==> src/rtl/network_pkg.sv <==
// rtl/network_pkg.sv - shared types and helpers for the CNN network sequencer
package network_pkg;

  typedef enum logic [1:0] {
    IDLE,
    RUN,
    GAP
  } seq_state_t;

  // Index width able to hold n-1; never narrower than one bit.
  function automatic int logb2(input int n);
    int w;
    w = 1;
    while ((1 << w) < n) w++;
    return w;
  endfunction

endpackage

==> src/rtl/wrap_counter.sv <==
// rtl/wrap_counter.sv - modulo-MAX counter with sync clear and last-value flag
module wrap_counter #(
  parameter int MAX   = 2,
  parameter int WIDTH = 1
) (
  input  logic             clk,
  input  logic             rst_n,
  input  logic             clr,
  input  logic             inc,
  output logic [WIDTH-1:0] cnt,
  output logic             last
);

  assign last = (cnt == WIDTH'(MAX - 1));

  always_ff @(posedge clk or negedge rst_n) begin
    if (!rst_n) begin
      cnt <= '0;
    end else if (clr) begin
      cnt <= '0;
    end else if (inc) begin
      cnt <= last ? '0 : cnt + WIDTH'(1);
    end
  end

endmodule

==> src/rtl/network_sequencer.sv <==
// rtl/network_sequencer.sv - steps a batch of images through the layer engines one layer at a time
module network_sequencer
  import network_pkg::*;
#(
  parameter  int IMAGE_NUM   = 5,
  parameter  int LAYER_NUM   = 3,
  localparam int IMAGE_WIDTH = logb2(IMAGE_NUM),
  localparam int LAYER_WIDTH = logb2(LAYER_NUM)
) (
  input  logic                   clk,
  input  logic                   rst_n,
  input  logic                   start,
  input  logic                   abort,
  input  logic [LAYER_NUM-1:0]   layer_calc_fin,
  output logic [LAYER_NUM-1:0]   layer_en,
  output logic [IMAGE_WIDTH-1:0] image_idx,
  output logic [LAYER_WIDTH-1:0] layer_idx,
  output logic                   busy,
  output logic                   image_done,
  output logic                   batch_done
);

  seq_state_t           state;
  logic                 fin_hit;
  logic                 layer_last;
  logic                 image_last;
  logic [LAYER_NUM-1:0] en_decode;

  // layer_en is one-hot on layer_idx in RUN and zero elsewhere, so masking
  // with it honours only the active layer's fin and nothing in GAP/IDLE.
  assign fin_hit   = (state == RUN) && (|(layer_calc_fin & layer_en)) && !abort;
  assign en_decode = LAYER_NUM'(1) << layer_idx;

  wrap_counter #(.MAX(LAYER_NUM), .WIDTH(LAYER_WIDTH)) u_layer_cnt (
    .clk   (clk),
    .rst_n (rst_n),
    .clr   (abort),
    .inc   (fin_hit),
    .cnt   (layer_idx),
    .last  (layer_last)
  );

  wrap_counter #(.MAX(IMAGE_NUM), .WIDTH(IMAGE_WIDTH)) u_image_cnt (
    .clk   (clk),
    .rst_n (rst_n),
    .clr   (abort),
    .inc   (fin_hit && layer_last),
    .cnt   (image_idx),
    .last  (image_last)
  );

  always_ff @(posedge clk or negedge rst_n) begin
    if (!rst_n) begin
      state      <= IDLE;
      layer_en   <= '0;
      busy       <= 1'b0;
      image_done <= 1'b0;
      batch_done <= 1'b0;
    end else begin
      image_done <= 1'b0;
      batch_done <= 1'b0;
      if (abort) begin
        state    <= IDLE;
        layer_en <= '0;
        busy     <= 1'b0;
      end else begin
        case (state)
          IDLE: begin
            if (start) begin
              state    <= RUN;
              layer_en <= en_decode;
              busy     <= 1'b1;
            end
          end
          RUN: begin
            if (fin_hit) begin
              layer_en <= '0;
              state    <= GAP;
              if (layer_last) begin
                image_done <= 1'b1;
                if (image_last) begin
                  batch_done <= 1'b1;
                  state      <= IDLE;
                  busy       <= 1'b0;
                end
              end
            end
          end
          GAP: begin
            state    <= RUN;
            layer_en <= en_decode;
          end
          default: begin
            state    <= IDLE;
            layer_en <= '0;
            busy     <= 1'b0;
          end
        endcase
      end
    end
  end

  a_en_onehot: assert property (@(posedge clk) disable iff (!rst_n) $onehot0(layer_en));
  a_en_in_run: assert property (@(posedge clk) disable iff (!rst_n) (layer_en != '0) |-> (state == RUN));
  a_batch_img: assert property (@(posedge clk) disable iff (!rst_n) batch_done |-> image_done);

endmodule

==> config.mk <==
export PLATFORM = sky130hd
export DESIGN_NAME = network_sequencer
export DESIGN_NICKNAME = d
export VERILOG_FILES = /design/src/rtl/network_pkg.sv /design/src/rtl/wrap_counter.sv /design/src/rtl/network_sequencer.sv
export SDC_FILE = /design/constraint.sdc
export NUM_CORES = 1
export LEC_CHECK = 0
export ABC_AREA = 0
export BUFFER_PORTS_ARGS = -buffer_cell sky130_fd_sc_hd__clkbuf_2
export CAP_MARGIN = 20
export CORE_MARGIN = 10
export CORE_UTILIZATION = 33
export CTS_CLUSTER_SIZE = 8
export DETAILED_ROUTE_END_ITERATION = 12
export PLACE_DENSITY = 0.59
export SETUP_SLACK_MARGIN = 0.5
export SLEW_MARGIN = 20
export SYNTH_ARGS = -nofsm -noshare
export SYNTH_HDL_FRONTEND = slang
export SYNTH_SLANG_ARGS = --single-unit
==> constraint.sdc <==
create_clock -name clk -period 1.85 [get_ports clk]
set_input_delay 0.0925 -clock clk [delete_from_list [all_inputs] [get_ports clk]]
set_output_delay 0.0925 -clock clk [all_outputs]
set_load 0.01 [all_outputs]
Yosys cells after proc, flatten, opt, wreduce, memory -nomap -nowiden

Index checks and enable logic that the tools add are counted.

$add $sub $neg: 2
Multiply operators: 0
Div/mod/pow operators: 0
Order comparisons: 0
Equal/unequal tests: 9
Shift operators: 1
Multiplexer cells: 31
Bitwise logic cells: 1
Reduce and logical (&&, ||, !) cells: 10

Operators by type and width:

| cell                                                               | count |
|---|---|
| 3-bit two-way mux                                                  | 6 |
| 2-bit two-way mux                                                  | 8 |
| 1-bit two-way mux                                                  | 14 |
| 3-bit != test (second input constant)                              | 3 |
| 3-bit case mux with 3 select lines                                 | 1 |
| 2-bit case mux with 3 select lines                                 | 1 |
| 5-bit AND reduction                                                | 1 |
| 2-bit == test (second input constant)                              | 2 |
| 2-bit nonzero test                                                 | 2 |
| 3-bit by 1-bit adder with 3-bit output (second input constant)     | 1 |
| 3-bit bitwise AND                                                  | 1 |
| 3-bit == test (second input constant)                              | 1 |
| 1-bit logical AND                                                  | 3 |
| 3-bit by 2-bit != test with 1-bit output (second input constant)   | 1 |
| 1-bit case mux with 3 select lines                                 | 1 |
| 3-bit OR reduction                                                 | 1 |
| 1-bit by 2-bit << shifter with 3-bit output (first input constant) | 1 |
| 2-bit by 1-bit adder with 2-bit output (second input constant)     | 1 |
| 2-bit by 1-bit == test with 1-bit output (second input constant)   | 1 |
| 2-bit zero test                                                    | 1 |
| 2-bit != test (second input constant)                              | 1 |
| 2-bit AND reduction                                                | 1 |
| 1-bit zero test                                                    | 1 |

Register bits after elaboration: 13
Latch bits: 0
RAM bits: 0
Bits in read-only memories: 0
Input bits: 7
Logic and storage cells: 61
Memories: 0

Depth between registers and ports, before layout

Depth after elaboration: 7
Gate-level depth with buffers: 5
Gate-level depth less buffers: 5

By module

A second synthesis with hierarchy kept.

Cells, all modules: 63
Area total of the unflattened synthesis: 634.4 µm²

Modules (own cells, without submodules):

| module                     | instances | cells each | area each (µm²) | sequential area each (µm²) |
|---|---|---|---|---|
| network_sequencer          | 1         | 37         | 369.1           | 200.2 |
| wrap_counter (u_image_cnt) | 1         | 17         | 170.2           | 75.1 |
| wrap_counter (u_layer_cnt) | 1         | 9          | 95.1            | 50.0 |

Worst setup path before layout

Ideal clock, no wire load.

Path type: register to register
Start: register state[1]
End: register u_image_cnt.cnt[2]
Library setup time: 0.122 ns
Data arrival time: 1.517 ns
Setup slack: 0.211 ns
Cell stages (with the launch flop): 4
Buffers on the path: 0
Clock period less this slack: 1.639 ns
Cell sequence: dfrtp_1 > or3b_4 > or4_1 > a32o_1

Word-level cells in the longest chain between the ends: 5

RTL lines:

| element                                  | line                    | source |
|---|---|---|
| start: declaration                       | network_sequencer.sv:23 | `seq_state_t state;` |
| start signal: assignment                 | network_sequencer.sv:54 | `state <= IDLE;` |
| start signal: assignment                 | network_sequencer.sv:63 | `state <= IDLE;` |
| start signal: assignment                 | network_sequencer.sv:70 | `state <= RUN;` |
| 2-bit by 1-bit == test with 1-bit output | network_sequencer.sv:31 | `assign fin_hit = (state == RUN) && (\|(layer_calc_fin & layer_en)) && !abort;` |
| 1-bit logical AND (2 in a row)           | network_sequencer.sv:31 |  |
| 1-bit logical AND                        | network_sequencer.sv:47 | `.inc (fin_hit && layer_last),` |
| 2-bit nonzero test (no line)             | -                       |  |
| end signal: assignment                   | wrap_counter.sv:22      | `cnt <= last ? '0 : cnt + WIDTH'(1);` |
| end: declaration                         | wrap_counter.sv:10      | `output logic [WIDTH-1:0] cnt,` |

No other way between the ends.
A chain may end at the register's enable or synchronous reset.

Worst setup path after layout

Same ends and word-level chain as after synthesis.

==> impl_results.rst <==
.. list-table::
   :header-rows: 1

   * - Metric
     - Value
   * - Unrepaired setup endpoints after global routing
     - yes
   * - Met2 wire len
     - 777 um
   * - Worst max-slew margin expressed relative to the limit
     - 76.8%
   * - Fin Hold WS
     - 106 ps
   * - Synthesized area per cell
     - 10.2 sq um
   * - I/O Buffers
     - 17
   * - Clock latency reported for the late side of the worst-skew pair
     - 280 ps
   * - Final total negative setup slack
     - 0 ps
   * - WL per Instance
     - 14.5 um
   * - Share of synthesized area occupied by flip-flops and latches
     - 50.0%
   * - Critical-path top delay cell
     - sky130_fd_sc_hd__dfrtp_1
   * - CTS Buf Count
     - 3
   * - Clock root buffer
     - sky130_fd_sc_hd__clkbuf_4
   * - Nature of the critical path startpoint
     - register
   * - Crit. End Element
     - register
   * - Diodes inserted
     - 0
   * - Number of DRC violations after detailed routing
     - 0
   * - Per-cell via count in the routed design
     - 4.96
   * - Power Dens Cells
     - 639 nW/um^2
   * - Mapped cell area
     - 651 sq um
   * - Overall track demand over capacity in global routing
     - 8.07%
   * - Wire length on met3
     - 105 um
   * - Cell variety after synth
     - 30
   * - HPWL reported at the end of detailed placement
     - 1.18 mm
   * - Antenna viol nets, final
     - 0
   * - Final setup violation count
     - 0
   * - Reported max-cap violation count
     - 0
   * - Top sig layer
     - met4
   * - TritonCTS clock tree
     - done
   * - Worst-case clock buffer depth
     - 2
   * - CTS clock-pin slew for the worst setup and hold paths
     - 80 ps
   * - CTS H-tree depth
     - 1
   * - Worst Setup Slack post-DPL
     - 238 ps
   * - Die W
     - 64.4 um
   * - Number of ports placed on the die boundary
     - 18
   * - Routed metal-1 wirelength
     - 790 um
   * - Hold WC Path Type
     - in -> reg
   * - Min Tclk post-route
     - 1510 ps
   * - Design Power
     - 567 uW
   * - Routability congestion estimate from global placement
     - 0.768
   * - Violation count after the first detailed-routing iteration
     - 16
   * - Initial standard-cell utilization of the core
     - 33.9%
   * - Final nets
     - 102
   * - Total nets after synthesis
     - 73
   * - Number of antenna violations at the first check in global routing
     - 0
   * - Max Clock Freq
     - 0.661 GHz
   * - Via count
     - 590
   * - Final worst setup slack
     - 338 ps
   * - Final count of hold timing violations
     - 0
   * - Largest net degree at the start of global routing
     - 14
   * - Number of global-route vias before repair
     - 586
   * - Actual slew at the worst max-slew pin
     - 344 ps
   * - Clk sink count
     - 13
   * - Number of flip-flops and latches in the synthesized netlist
     - 13
   * - Worst Path Arrival
     - 1690 ps
   * - Post-route clock skew
     - 5.55 ps
   * - Die Y
     - 64.4 um
   * - Synthesis Warnings
     - 0
   * - Result of the run
     - completed
   * - Required time of the worst setup path
     - 2020 ps
   * - Count of final max-slew check failures
     - 0
   * - Final wirelength
     - 1.72 mm
   * - Peak VDD IR
     - 231 uV
   * - Max incr delay on CP
     - 400 ps
   * - Cell count after synthesis
     - 64
   * - Core area
     - 1920 sq um
   * - Period utilisation layout
     - 81.7%
   * - Global route total overflow
     - 0
   * - Layout overhead on the synthesized area
     - 36.5%
   * - Maximum fanout count along the critical path
     - 3
   * - P_leak
     - 0.000416 uW
   * - DR pass1 iterations
     - 4
   * - Die area
     - 4150 sq um
   * - First-pass GRT wire length
     - 2.73 mm
   * - Ordered list of cells on the worst path
     - or3b_4, or4_1, a32o_1
   * - Start-to-end type of the worst setup path
     - reg -> reg
   * - Placement Rows
     - 16
   * - Fraction of layout instances using a drive strength above 1
     - 43.5%
-- state kept, by name (all words and copies together), names as in the netlist --
signal           count
busy                 1
u_layer_cnt.cnt      2
batch_done           1
layer_en             3
state                2
image_done           1
u_image_cnt.cnt      3
-- cell usage after synthesis --
library cell,number,share of area (%)
sky130_fd_sc_hd__a2bb2oi_1,1,1.3
sky130_fd_sc_hd__nor3_1,1,0.77
sky130_fd_sc_hd__a222oi_1,1,1.5
sky130_fd_sc_hd__nand4b_1,1,1.3
sky130_fd_sc_hd__a32o_1,1,1.5
sky130_fd_sc_hd__nor2_1,7,4.0
sky130_fd_sc_hd__or4_1,2,2.3
sky130_fd_sc_hd__o311ai_0,1,1.3
sky130_fd_sc_hd__or3_1,1,0.96
sky130_fd_sc_hd__nand3_1,1,0.77
sky130_fd_sc_hd__o21ai_0,4,3.1
sky130_fd_sc_hd__nor3b_1,1,1.2
sky130_fd_sc_hd__o41ai_1,1,1.3
sky130_fd_sc_hd__dfrtp_1,13,50
sky130_fd_sc_hd__or2_2,1,0.96
sky130_fd_sc_hd__clkbuf_1,1,0.58
sky130_fd_sc_hd__buf_6,1,1.7
sky130_fd_sc_hd__inv_1,6,3.5
sky130_fd_sc_hd__or2b_1,1,1.2
sky130_fd_sc_hd__a21oi_1,2,1.5
sky130_fd_sc_hd__o211ai_1,1,1.2
sky130_fd_sc_hd__ha_1,2,3.8
sky130_fd_sc_hd__mux2_2,1,1.7
sky130_fd_sc_hd__or3b_4,1,1.7
sky130_fd_sc_hd__o22ai_1,2,1.9
sky130_fd_sc_hd__nor2b_1,3,2.9
sky130_fd_sc_hd__nand2b_1,2,1.9
sky130_fd_sc_hd__a32oi_1,1,1.3
sky130_fd_sc_hd__nand2_1,2,1.2
sky130_fd_sc_hd__o32ai_1,1,1.3
-- final cells by class --
| cell class | instances | area, sq um |
|---|---|---|
| Timing Repair Buffer | 26 | 155 |
| Clock buffer | 4 | 26.3 |
| Inverter | 6 | 22.5 |
| Tap cell | 27 | 33.8 |
| Fill cell | 189 | 1030 |
| Multi-Input combinational cell | 43 | 324 |
| Sequential cell | 13 | 327 |
-- report_power, final --
group / switching [uW] / total [uW] / internal [uW] / leakage (uW)
clock: 94.6 / 178 / 83.6 / 0.0000150
combinational: 48.1 / 88.8 / 40.7 / 0.000225
sequential: 7.05 / 300 / 293 / 0.000176
total: 150 / 567 / 418 / 0.000416
-- worst max-delay path, delay by kind of cell, from the launching register on --
kind	cells	cell delay (ps)
AND/OR/NAND/NOR	2	790
AO/OA/AOI/OAI	1	230
flip-flops	1	400
-- path summary, 6_finish.rpt --
| path | startpoint | end | slack (ps) | cells past startpoint |
|---|---|---|---|---|
| min | abort | u_layer_cnt.cnt[0] | 110 | 2 |
| min in group asynchronous | rst_n | u_image_cnt.cnt[0] | 240 | 2 |
| max | state[1] | u_image_cnt.cnt[2] | 340 | 3 |
| max in group asynchronous | rst_n | u_layer_cnt.cnt[0] | 1350 | 2 |
| min reg2reg | layer_en[2] | layer_en[2] | 560 | 2 |
| max reg2reg | state[1] | u_image_cnt.cnt[2] | 340 | 3 |
-- cells by family after synthesis --
logic type | after synthesis | share of synthesized area (%)
buffers and inverters | 8 | 5.77
AO/OA/AOI/OAI | 16 | 17.5
AND/OR/NAND/NOR | 24 | 21.2
flip-flops | 13 | 50.0
adder cells (fa/ha/maj) | 2 | 3.85
multiplexers | 1 | 1.73
-- layer usage --
metal	up-vias	GRT usage (%)
met3	5	1.74
met5	-	0
met2	21	12.7
li1	288	-
met1	276	9.53
met4	0	5.61
-- per-stage QoR --
stage | utilization (%) | cells | area, sq um
after floorplan | - | 64 | 662
after global placement | 40.0 | 107 | 769
after detailed placement | 40.0 | 107 | 769
after CTS | 45.2 | 119 | 870
after global routing | 46.2 | 119 | 888
final | 46.2 | 119 | 888
-- placed cells by master (no fill, tap or decap), types with 2 or more instances in the layout --
cell type,instances
sky130_fd_sc_hd__o22ai_1,2
sky130_fd_sc_hd__nor2b_1,2
sky130_fd_sc_hd__nand2_1,2
sky130_fd_sc_hd__dfrtp_1,12
sky130_fd_sc_hd__clkbuf_2,17
sky130_fd_sc_hd__inv_1,5
sky130_fd_sc_hd__or4_1,2
sky130_fd_sc_hd__nor2_1,6
sky130_fd_sc_hd__o21ai_0,4
sky130_fd_sc_hd__buf_4,8
sky130_fd_sc_hd__a21oi_1,2
sky130_fd_sc_hd__clkbuf_4,3
-- what timing repair did --
item	CTS	global route
hold buffers	1	0
hold endpoints to repair	13	0
gates resized for setup	4	5
endpoints found under the setup margin	6	10
setup buffers	7	0
pin swaps	1	2
Power figures use the tool's default switching activity.
